**config.mk**
```make
export PLATFORM = sky130hd
export DESIGN_NAME = vector_xor_decrypter
export DESIGN_NICKNAME = d
export VERILOG_FILES = /design/src/rtl/vector_xor_decrypter_pkg.sv /design/src/rtl/vector_keystream_lfsr.sv /design/src/rtl/vector_xor.sv /design/src/rtl/vector_xor_decrypter.sv
export SDC_FILE = /design/constraint.sdc
export NUM_CORES = 1
export LEC_CHECK = 0
export ABC_AREA = 1
export CORE_UTILIZATION = 25
export CTS_BUF_LIST = sky130_fd_sc_hd__clkbuf_4 sky130_fd_sc_hd__clkbuf_8
export DETAILED_ROUTE_END_ITERATION = 8
export MAX_ROUTING_LAYER = met4
export PLACE_DENSITY = 0.45
export SETUP_SLACK_MARGIN = 0.15
export SYNTH_ARGS = -nofsm -noshare
export SYNTH_HDL_FRONTEND = slang
export SYNTH_SLANG_ARGS = --single-unit
export TNS_END_PERCENT = 30
```
**constraint.sdc**
```tcl
create_clock -name clk -period 1.8 [get_ports clk]
set_input_delay 0.18 -clock clk [delete_from_list [all_inputs] [get_ports clk]]
set_output_delay 0.18 -clock clk [all_outputs]
set_load 0.05 [all_outputs]
```
**src/rtl/vector_xor_decrypter_pkg.sv**
```systemverilog
// vector_xor_decrypter_pkg: shared widths, LFSR constants and FSM state type
package vector_xor_decrypter_pkg;
  localparam int N = 64;
  localparam int LEN_W = 16;
  localparam logic [N-1:0] LFSR_POLY = 64'hD800_0000_0000_0000;
  localparam logic [N-1:0] LFSR_ZERO_SUB = 64'h1;
  typedef enum logic [1:0] {IDLE, RUN, DRAIN} state_t;
endpackage

```
**src/rtl/vector_keystream_lfsr.sv**
```systemverilog
// vector_keystream_lfsr: 64-bit right-shifting Galois LFSR keystream (clk, rst, load+seed, step -> state)
module vector_keystream_lfsr
  import vector_xor_decrypter_pkg::*;
(
  input  logic         clk,
  input  logic         rst,
  input  logic         load,
  input  logic         step,
  input  logic [N-1:0] seed,
  output logic [N-1:0] state
);
  always_ff @(posedge clk)
    if (rst) state <= LFSR_ZERO_SUB;
    else if (load) state <= (seed == '0) ? LFSR_ZERO_SUB : seed;
    else if (step) state <= {1'b0, state[N-1:1]} ^ (state[0] ? LFSR_POLY : '0);
endmodule

```
**src/rtl/vector_xor.sv**
```systemverilog
// vector_xor: lane-wise byte XOR of two vectors (a, b -> y)
module vector_xor #(
  parameter int LANES = 8
) (
  input  logic [8*LANES-1:0] a,
  input  logic [8*LANES-1:0] b,
  output logic [8*LANES-1:0] y
);
  for (genvar g = 0; g < LANES; g++) begin : g_lane
    assign y[8*g +: 8] = a[8*g +: 8] ^ b[8*g +: 8];
  end
endmodule

```
**src/rtl/vector_xor_decrypter.sv**
```systemverilog
// vector_xor_decrypter: framed LFSR-XOR stream decrypter; start/seed/frame_len begin a frame, in_*/out_* are valid/ready streams, busy/done report progress
module vector_xor_decrypter
  import vector_xor_decrypter_pkg::*;
(
  input  logic             clk,
  input  logic             rst,
  input  logic             start,
  input  logic [N-1:0]     seed,
  input  logic [LEN_W-1:0] frame_len,
  input  logic             in_valid,
  output logic             in_ready,
  input  logic [N-1:0]     in_data,
  output logic             out_valid,
  input  logic             out_ready,
  output logic [N-1:0]     out_data,
  output logic             out_last,
  output logic             busy,
  output logic             done
);
  state_t state;
  logic [LEN_W-1:0] count, len;
  logic [N-1:0] ks, plain;
  logic accept, xfer, last;
  assign accept = (state == IDLE) && start;
  assign in_ready = (state == RUN) && (!out_valid || out_ready);
  assign xfer = in_valid && in_ready;
  assign last = count == len - 1'b1;
  assign busy = state != IDLE;
  // an empty frame must not disturb the keystream, so only real frames load it
  vector_keystream_lfsr u_lfsr (
    .clk(clk), .rst(rst), .load(accept && frame_len != '0), .step(xfer), .seed(seed), .state(ks)
  );
  vector_xor #(.LANES(N / 8)) u_xor (.a(in_data), .b(ks), .y(plain));
  always_ff @(posedge clk)
    if (rst) begin
      state <= IDLE;
      out_valid <= 1'b0;
      out_last <= 1'b0;
      out_data <= '0;
      done <= 1'b0;
      count <= '0;
      len <= '0;
    end else begin
      done <= 1'b0;
      if (accept) begin
        if (frame_len == '0) done <= 1'b1;
        else begin
          state <= RUN;
          count <= '0;
          len <= frame_len;
        end
      end
      if (out_valid && out_ready) begin
        out_valid <= 1'b0;
        if (state == DRAIN && out_last) begin
          out_last <= 1'b0;
          done <= 1'b1;
          state <= IDLE;
        end
      end
      // a new word overrides the drain of the old one, giving back-to-back throughput
      if (xfer) begin
        out_valid <= 1'b1;
        out_data <= plain;
        out_last <= last;
        count <= count + 1'b1;
        if (last) state <= DRAIN;
      end
    end
endmodule
```
# --- Word-level counts from Yosys, hierarchy flattened ---
# Index checks and enable logic that the tools add are counted.
totals:
  in_bits: 149
  wordCells: 66
  reg_bits: 165
op_classes:
  eq_ne: 4
  n_reduce_logical: 20
  addsub: 2
  n_mux: 22
  bitwise_logic: 10
op_table:
  columns: ["operator", "count"]
  rows:
  - ["64-bit 2-to-1 mux", 4]
  - ["64-bit zero test", 1]
  - ["63-bit by 64-bit bitwise XOR with 64-bit output", 1]
  - ["8-bit bitwise XOR", 8]
  - ["16-bit 2-to-1 mux", 3]
  - ["16-bit by 1-bit adder with 16-bit output, second input constant", 1]
  - ["16-bit equality test", 1]
  - ["16-bit zero test", 1]
  - ["16-bit nonzero test", 1]
  - ["16-bit by 1-bit subtractor with 16-bit output, second input constant", 1]
  - ["2-bit 2-to-1 mux", 6]
  - ["2-bit nonzero test", 5]
  - ["1-bit 2-to-1 mux", 9]
  - ["1-bit logical AND", 6]
  - ["2-bit AND reduction", 3]
  - ["2-bit by 1-bit equality test with 1-bit output, second input constant", 1]
  - ["2-bit equality test, second input constant", 1]
  - ["2-bit zero test", 1]
  - ["2-bit by 1-bit != test with 1-bit output, second input constant", 1]
  - ["1-bit zero test", 1]
  - ["1-bit logical OR", 1]
  - ["1-bit NOT", 1]

# --- Longest topological paths before layout ---
# Gate-level depths: netlist of run 1.
logic_depth:
  ltp_word: 7
  depth_mapped: 15
  ltp_nobuf: 15

# --- Modules after synthesis ---
# From an unflattened synthesis of run 1, not the netlist that was laid out.
hier_totals:
  hier_cells: 1387
  area_unflattened_um2: 8579.5
by_module_without_submodules:
  columns: ["module", "seq_area_each_um2", "area_per_inst_um2", "cells_each", "instances"]
  rows:
  - ["vector_xor_decrypter", 2021.9, 4420.5, 638, 1]
  - ["vector_keystream_lfsr", 1281.2, 2957.8, 429, 1]
  - ["vector_xor", 0.0, 1201.2, 320, 1]

# --- Least setup slack after synthesis of run 1 ---
# No wires, ideal clock.
synth_timing:
  path_kind: "reg2reg"
  from: "register out_valid"
  to: "register out_data[36]"
  path_buffers: 2
  arrival_ps: 1567
  stages_incl_launch_ff: 8
  setup_slack_ps: 111
  path_cell_list: "dfxtp_1 -> nand2_1 -> nand3_4 -> clkinv_2 -> buf_4 -> buf_2 -> o21ai_0 -> a21oi_1"
synth_via:
  elab_chain_cells: 4
synth_lines:
  columns: ["element", "line_no", "text"]
  rows:
  - ["from (decl)", "vector_xor_decrypter.sv:13", "output logic out_valid,"]
  - ["from (signal assigned)", "vector_xor_decrypter.sv:37", "out_valid <= 1'b0;"]
  - ["from (signal assigned)", "vector_xor_decrypter.sv:54", "out_valid <= 1'b0;"]
  - ["from (signal assigned)", "vector_xor_decrypter.sv:63", "out_valid <= 1'b1;"]
  - ["1-bit zero test", "vector_xor_decrypter.sv:25", "assign in_ready = (state == RUN) && (!out_valid || out_ready);"]
  - ["1-bit logical OR", "vector_xor_decrypter.sv:25", null]
  - ["1-bit logical AND", "vector_xor_decrypter.sv:25", null]
  - ["1-bit logical AND", "vector_xor_decrypter.sv:26", "assign xfer = in_valid && in_ready;"]
  - ["to (signal assigned)", "vector_xor_decrypter.sv:64", "out_data <= plain;"]
  - ["to (decl)", "vector_xor_decrypter.sv:15", "output logic [N-1:0] out_data,"]
# No other way between the ends.
# A chain may end at the register's enable or synchronous reset.

# --- Final worst setup path of run 1 ---
layout_timing:
  from: "register len[0]"
  to: "register state[1]"
layout_via:
  elab_chain_cells: 4
layout_lines:
  columns: ["element", "line_no", "text"]
  rows:
  - ["from (decl)", "vector_xor_decrypter.sv:21", "logic [LEN_W-1:0] count, len;"]
  - ["from (signal assigned)", "vector_xor_decrypter.sv:50", "len <= frame_len;"]
  - ["16-bit by 1-bit subtractor with 16-bit output", "vector_xor_decrypter.sv:27", "assign last = count == len - 1'b1;"]
  - ["16-bit equality test", "vector_xor_decrypter.sv:27", null]
  - ["2-bit 2-to-1 mux", "vector_xor_decrypter.sv:67", "if (last) state <= DRAIN;"]
  - ["2-bit 2-to-1 mux", "vector_xor_decrypter.sv:62", "if (xfer) begin"]
  - ["to (signal assigned)", "vector_xor_decrypter.sv:36", "state <= IDLE;"]
  - ["to (signal assigned)", "vector_xor_decrypter.sv:58", "state <= IDLE;"]
  - ["to (signal assigned)", "vector_xor_decrypter.sv:67", null]
  - ["to (decl)", "vector_xor_decrypter.sv:20", "state_t state;"]
# No other way between the ends.

==> flow_summary_export.csv, run 1 <==
group,metric,value,unit
die,fp.dieArea,0.0323,mm^2
logic_synthesis,ys_async_sr_fraction,0,%
logic_synthesis,postSynthRegisterBits,165,
sta,timing.max_slew.rel_slack,62.9,%
die,io_pins,218,
power,p_clk_share,29.0,%
sta,period_share,90.1,%
worst_setup_path,timing.critical_path.fanout_max,2,
sta,setup_violations,0,
clock_network,cts_tree,"built",
drt,drt_pre_antenna_iters,7,
worst_setup_path,cp-end-kind,"flop",
clock_network,max-clock-path-buffers,2,
worst_setup_path,worst_path_max_delay_cell,"sky130_fd_sc_hd__dfxtp_2",
grt,grt_pass1_vias,7567,
logic_synthesis,netlist_instances,1050,
logic_synthesis,synth_top_cell_area_share,41.8,%
power,internal-power,0.00592,W
sta,worst_pin_slew,0.558,ns
layout,design.final.nets,1432,
logic_synthesis,cell_area_synth,0.00791,mm^2
layout,finish.utilization,36.4,%
sta,fin_hold_ws,0.291,ns
place,final_weighted_congestion_of_routability_driven_global_placement,0.921,
power,total_leakage_power,4.62,nW
drt,wirelength,26.1,mm
clock_network,clock_sinks,165,
sta,min_period,1.62,ns
grt,global_route_total_overflow,0,
die,effective_utilization_at_floorplan,25.6,%
clock_network,clk_pin_slew_worst_paths,0.10,ns
clock_network,htree_levels,4,
grt,antenna_violations_before_repair,7,
layout,drive_above_1_share,12.1,%
drt,drt_first_iter_violations,373,
sta,timing.final.max_slew_violations,0,
clock_network,clock-root-buffer,"sky130_fd_sc_hd__clkbuf_8",
layout,multiInputGateArea,0.00405,mm^2
power,netSwitchingPower,0.00314,W
worst_setup_path,worst-endpoint-arrival,2.02,ns
worst_setup_path,r2r.worst_path.cells,15,
logic_synthesis,syn_area_per_cell,7.53,um^2
logic_synthesis,ys_warn_count,0,
worst_setup_path,worst-setup-path-type,"reg -> reg",
job,cap_violations,0,
outcome,outcome,"complete, but fails checks",
drt,postRouteAntennaNets,0,
power,share_seq_of_total_power,46.2,%
power,power.total,0.00906,W
worst_setup_path,worst_path_most_repeated_cell,"sky130_fd_sc_hd__nand2_1",
layout,seq_area,0.00331,mm^2
worst_hold_path,holdPathStages,3,
logic_synthesis,syn_nets,1201,
worst_setup_path,data_required_time_at_the_worst_endpoint,2.20,ns
sta,totalNegativeSetupSlack,0,ns
grt,grt_use_total,16.8,%
sta,finClkSkew,0.0255,ns
logic_synthesis,post-synth-top-area-cell,"sky130_fd_sc_hd__dfxtp_1",
outcome,violations,"design-rule violations",
clock_network,insertion_delay,0.46,ns
layout,finish.instance_area,0.0112,mm^2
grt,grt_start_max_net_pins,47,
logic_synthesis,yosysSeqAreaShare,41.8,%
grt,grt_first_pass_wirelength,41.5,mm
sta,setup_repair_after_global_routing_missed_its_margin,"yes",
drt,drc,7,
worst_hold_path,holdCritPathClass,"in -> reg",
die,floorplan.core_area,0.0308,mm^2
place,numPortBuffers,217,
place,post-dp-hpwl,19.5,mm
power,p_comb_share,24.8,%
drt,routed_via_density,4.51,
layout,most-common-layout-cells,"157 x sky130_fd_sc_hd__dfxtp_1, 151 x sky130_fd_sc_hd__o21ai_0, 148 x sky130_fd_sc_hd__clkdlybuf4s50_1",
sta,finalHoldViolations,0,
worst_setup_path,crit_chain,"inv_2, ha_4, nand2_2, inv_1, nor2_1, nand2_1, nor2_2, nand2_1, inv_2, nand2_2, nor2_2, nand2_1, nor2_1, nand3_1, nand2_1",
power,power_per_cell_area,807,mW/mm^2
place,placed_cell_area,0.0108,mm^2
power,netSwitchingFraction,34.6,%
logic_synthesis,ys_top_cells_by_area,"sky130_fd_sc_hd__dfxtp_1 42%, sky130_fd_sc_hd__o21ai_0 9.7%, sky130_fd_sc_hd__xnor2_1 7.5%, sky130_fd_sc_hd__nor2_1 7.3%, sky130_fd_sc_hd__a21oi_1 5.9%",
drt,routed-via-count,7659,
layout,layout-area-overhead-vs-synth,42.0,%
logic_synthesis,synthFlopType,"sky130_fd_sc_hd__dfxtp_1",
logic_synthesis,synth_enable_flop_cells,0,
logic_synthesis,yosysUniqueCellTypes,40,
die,fp.dieH,180,um
sta,timing.fmax,616,MHz
clock_network,cts_made_buffers,17,
power,peakVddDrop,354,uV
layout,filler_cell_count,3251,
drt,detail_route.wl_per_cell,15.4,um
die,rows,64,
worst_setup_path,cp-start-kind,"flop",
die,die_x,180,um
worst_setup_path,worst_path_largest_cell_delay,0.35,ns
layout,mostFrequentLayoutCell,"sky130_fd_sc_hd__dfxtp_1",
==> final timing paths <==
check	slack, ns	from	endpoint
setup reg to reg	0.18	len[0]	state[1]
setup / recovery	0.18	len[0]	state[1]
hold / removal	0.29	seed[3]	u_lfsr.state[3]
hold reg to reg	0.50	count[5]	count[5]
==> timing repair <==
action / 4_1_cts / 5_1_grt
hold buffers: 0 / 0
setup buffers: 0 / 4
pin swaps: 3 / 10
gates resized for setup: 71 / 23
setup endpoints to repair: 68 / 19
==> power by group through the flow <==
stage | Combinational (W) | Sequential [W] | Clock [W]
finish | 0.00225 | 0.00419 | 0.00262
global route | 0.00248 | 0.00423 | 0.00286
CTS | 0.00225 | 0.00419 | 0.00272
detailed placement | 0.00229 | 0.00427 | 0
global placement | 0.00228 | 0.00428 | 0
floorplan | 0.00105 | 0.00453 | 0
==> critical path, delay by kind of cell, from the launching register on <==
| family | cells | cell delay (ns) |
|---|---|---|
| buffers and inverters | 3 | 0.13 |
| flip-flops | 1 | 0.35 |
| adder cells (fa/ha/maj) | 1 | 0.24 |
| AND/OR/NAND/NOR | 11 | 0.84 |
==> registers in the layout (all words and copies together) (netlist names) <==
name and cells:
out_data 64, u_lfsr.state 64, count 16, len 16, state 2, done 1
out_last 1, out_valid 1
==> cells by family (layout without fill, tap and decap cells) <==
logic type | Yosys count | in the layout | synth area share [%]
AND/OR/NAND/NOR | 354 | 354 | 20.0
AO/OA/AOI/OAI | 294 | 294 | 20.7
flip-flops | 165 | 165 | 41.8
buffers and inverters | 153 | 397 | 8.10
XOR/XNOR | 82 | 82 | 9.08
adder cells (fa/ha/maj) | 2 | 2 | 0.316
other | 0 | 7 | 0
==> stage by stage <==
stage | setup WS [ns] | instances
global route | -0.0171 | 1697
detailed placement | -0.211 | 1654
finish | 0.177 | 1697
floorplan | 0.245 | 1050
CTS | 0.0997 | 1686
global placement | -0.171 | 1654
==> final cells by class <==
| cell class | instances | share of cell area [%] |
|---|---|---|
| Multi-Input combinational cell | 732 | 36.1 |
| Sequential cell | 165 | 29.5 |
| Timing Repair Buffer | 271 | 23.5 |
| Tap cell | 396 | 4.41 |
| Inverter | 94 | 3.19 |
| Clock buffer | 18 | 2.15 |
| Clock inverter | 14 | 1.05 |
| Antenna cell | 7 | 0.156 |
==> metal layers <==
layer | global-route usage [%] | vias to the layer above | wire [um]
li1 | - | 3956 | -
met1 | 21.3 | 3512 | 12300
met2 | 26.5 | 174 | 12100
met3 | 4.03 | 17 | 1410
met4 | 4.38 | 0 | 314
met5 | - | - | 0
==> synth_stat cells, types with 2 or more instances <==
library cell and instances:
sky130_fd_sc_hd__buf_2 19, sky130_fd_sc_hd__nand2_1 102, sky130_fd_sc_hd__a211oi_2 8, sky130_fd_sc_hd__buf_6 2, sky130_fd_sc_hd__nor4_1 7, sky130_fd_sc_hd__inv_1 84
sky130_fd_sc_hd__nand3_1 28, sky130_fd_sc_hd__nor2_2 4, sky130_fd_sc_hd__xor2_1 14, sky130_fd_sc_hd__a211oi_1 31, sky130_fd_sc_hd__buf_4 7, sky130_fd_sc_hd__nand3_2 5
sky130_fd_sc_hd__nand3b_1 4, sky130_fd_sc_hd__nand4_1 11, sky130_fd_sc_hd__dfxtp_1 165, sky130_fd_sc_hd__clkinv_1 2, sky130_fd_sc_hd__nor2_4 5, sky130_fd_sc_hd__o221ai_1 3
sky130_fd_sc_hd__o21ai_0 153, sky130_fd_sc_hd__nor3_1 27, sky130_fd_sc_hd__a21oi_1 93, sky130_fd_sc_hd__xnor2_1 68, sky130_fd_sc_hd__clkbuf_1 30, sky130_fd_sc_hd__inv_2 7
sky130_fd_sc_hd__nor2_1 153, sky130_fd_sc_hd__ha_1 2, sky130_fd_sc_hd__nand2_2 3
(Power assumes the default switching activity.)
==> run 2: changes to the inputs <==
CAP_MARGIN = 5   (was not set)
CORE_UTILIZATION = 47   (was 25)
PLACE_DENSITY = 0.76   (was 0.45)
clock period = 1.9 ns   (was 1.8 ns; I/O delays follow)
==> run 2 against run 1 <==
Compared with the run above:
- the flow now finishes without violations
- register-to-register slack is essentially flat
- count of clock-buffer cells in the layout is the same
- sequential share of layout area grew 0.75 points
- global-route usage grew 10 points
- combinational power shrank 5%
- largest cell class unchanged
- worst setup slack lost 0.087 ns
- power shrank 4.0%
- hold slack is essentially flat
- critical path type is now reg -> out
- flip-flop and latch count is the same
- design area shrank 2.6%
- cell count shrank 12%
- largest power group unchanged
==> flow_summary_export.csv, run 2 (synthesis gave the netlist of run 1 again) <==
group,metric,value,unit
die,fp.dieArea,0.0173,mm^2
drt,drt_pre_antenna_iters,6,
sta,finalHoldViolations,0,
sta,period_share,95.2,%
layout,reg.largest.list,"out_data (64), u_lfsr.state (64)",
clock_network,cts_tree,"built",
worst_setup_path,worst_path_dominant_cell_family,"buffers and inverters",
die,die_x,132,um
place,placed_cell_area,0.0104,mm^2
drt,postRouteAntennaNets,0,
grt,grt_first_pass_wirelength,36.4,mm
worst_hold_path,holdCritPathClass,"in -> reg",
clock_network,clk_pin_slew_worst_paths,0.09,ns
grt,grt_pass1_vias,7241,
die,fp.dieH,132,um
layout,drive_above_1_share,10.2,%
worst_setup_path,setup.reg_to_reg.worst_slack,0.19,ns
sta,timing.final.max_slew_violations,0,
drt,detail_route.wl_per_cell,15.0,um
place,place_ws,0.00232,ns
worst_hold_path,holdPathStages,3,
layout,mostFrequentLayoutCell,"sky130_fd_sc_hd__clkdlybuf4s50_1",
place,numPortBuffers,217,
worst_setup_path,r2r.worst_path.cells,14,
sta,min_period,1.81,ns
drt,routed-via-count,7806,
worst_setup_path,crit_chain,"clkdlybuf4s50_1",
sta,worst_pin_slew,0.546,ns
worst_setup_path,worst_path_max_delay_cell,"sky130_fd_sc_hd__clkdlybuf4s50_1",
worst_setup_path,worstPathBufferInverterCount,1,
sta,postLayoutSetupSlackWorst,0.0904,ns
worst_setup_path,worst-endpoint-arrival,1.62,ns
die,effective_utilization_at_floorplan,47.8,%
die,io_pins,218,
sta,timing.fmax,553,MHz
worst_setup_path,cp-end-kind,"output pin",
power,power_per_cell_area,795,mW/mm^2
layout,finish.instance_area,0.0109,mm^2
layout,layoutNonFillerInstCount,1493,
clock_network,max-clock-path-buffers,2,
die,rows,47,
place,post-dp-hpwl,16.2,mm
sta,setup_violations,0,
layout,filler_cell_count,1430,
place,placed_cells_incl_taps,1456,
clock_network,htree_levels,4,
sta,totalNegativeSetupSlack,0,ns
layout,design.final.nets,1411,
worst_setup_path,timing.critical_path.fanout_max,2,
grt,antenna_violations_before_repair,0,
grt,grt_start_max_net_pins,85,
die,floorplan.core_area,0.0165,mm^2
layout,most-common-layout-cells,"185 x sky130_fd_sc_hd__clkdlybuf4s50_1, 160 x sky130_fd_sc_hd__dfxtp_1, 153 x sky130_fd_sc_hd__o21ai_0",
drt,drt_first_iter_violations,760,
sta,timing.max_slew.rel_slack,63.8,%
clock_network,clock_sinks,165,
clock_network,insertion_delay,0.46,ns
sta,setup_repair_after_global_routing_missed_its_margin,"yes",
drt,drc,0,
sta,finClkSkew,0.00816,ns
grt,grt_use_total,26.8,%
worst_setup_path,data_required_time_at_the_worst_endpoint,1.71,ns
worst_setup_path,cp-start-kind,"flop",
layout,layout-area-overhead-vs-synth,38.3,%
layout,antennaDiodeCount,0,
place,final_weighted_congestion_of_routability_driven_global_placement,0.901,
worst_hold_path,min_from,"seed[3]",
job,cap_violations,0,
outcome,outcome,"complete, no violations",
worst_hold_path,whs_endpoint,"u_lfsr.state[3]",
worst_setup_path,worst_path_largest_cell_delay,0.80,ns
worst_setup_path,endpoint_of_the_worst_register_to_register_path,"state[0]",
clock_network,clock-root-buffer,"sky130_fd_sc_hd__clkbuf_8",
sta,fin_hold_ws,0.291,ns
power,total_leakage_power,4.50,nW
worst_setup_path,beginning_of_the_worst_register_to_register_path,"len[0]",
power,peakVddDrop,509,uV
drt,wirelength,22.4,mm
grt,global_route_total_overflow,0,
clock_network,cts_made_buffers,17,
worst_setup_path,worst-setup-path-type,"reg -> out",
drt,routed_via_density,5.23,
[run 2: changes by cell type in the layout (fill, tap and decap cells not counted), sizes merged]
cell / before / now
dlygate4sd2: 63 / 20
clkdlybuf4s50: 148 / 185
buf: 60 / 35
dlymetal6s2s: 0 / 10
diode: 7 / 0
inv: 100 / 95
clkinv: 5 / 8
bufinv: 0 / 2
[run 2: worst max-delay path by stage]
stage,depth (start not counted),startpoint,end,slack [ns]
2_1_floorplan,7,out_valid,out_data[36],0.21
3_3_place_gp,12,out_ready,state[0],0.005
3_5_place_dp,12,out_ready,state[0],0.002
4_1_cts,1,out_data[17],out_data[17],0.07
5_1_grt,1,out_data[23],out_data[23],0.05
6_report,1,out_data[17],out_data[17],0.09
[run 2: per-stage QoR]
step                      total power [W]  util (%)
after floorplan                   0.00528         -
after global placement            0.00608      63.0
after detailed placement          0.00611      63.0
after CTS                         0.00867      65.3
after global routing              0.00912      66.2
final                             0.00870      66.2
[run 2: repair_timing]
item,in CTS,in global routing
pin swaps,0,14
endpoints found under the setup margin,71,53
hold buffers,0,0
gates resized for setup,22,34
setup buffers,0,5
hold endpoints to repair,0,0
[run 2: area by class of cell]
cell class,count,area (um^2),share of cell area [%]
clock buffer,18,248,2.27
tap,220,275,2.52
clock inverter,14,150,1.37
timing repair buffer,250,2550,23.3
inverter,94,355,3.25
multi-input combinational,732,4040,37.0
sequential,165,3310,30.3
[run 2: routing by layer]
layer | global-route usage (%) | share of wire, % | wire, um
met1 | 34.7 | 45 | 10100
met2 | 41.4 | 46 | 10400
met3 | 5.25 | 6.3 | 1410
met4 | 9.63 | 2.2 | 490
met5 | - | 0 | 0
[run 2: report_power, final]
part | internal (W) | switching (W) | total, W
registers | 0.00372 | 0.000241 | 0.00397
clock network | 0.00121 | 0.00139 | 0.00260
logic | 0.000947 | 0.00118 | 0.00213
total | 0.00589 | 0.00281 | 0.00870
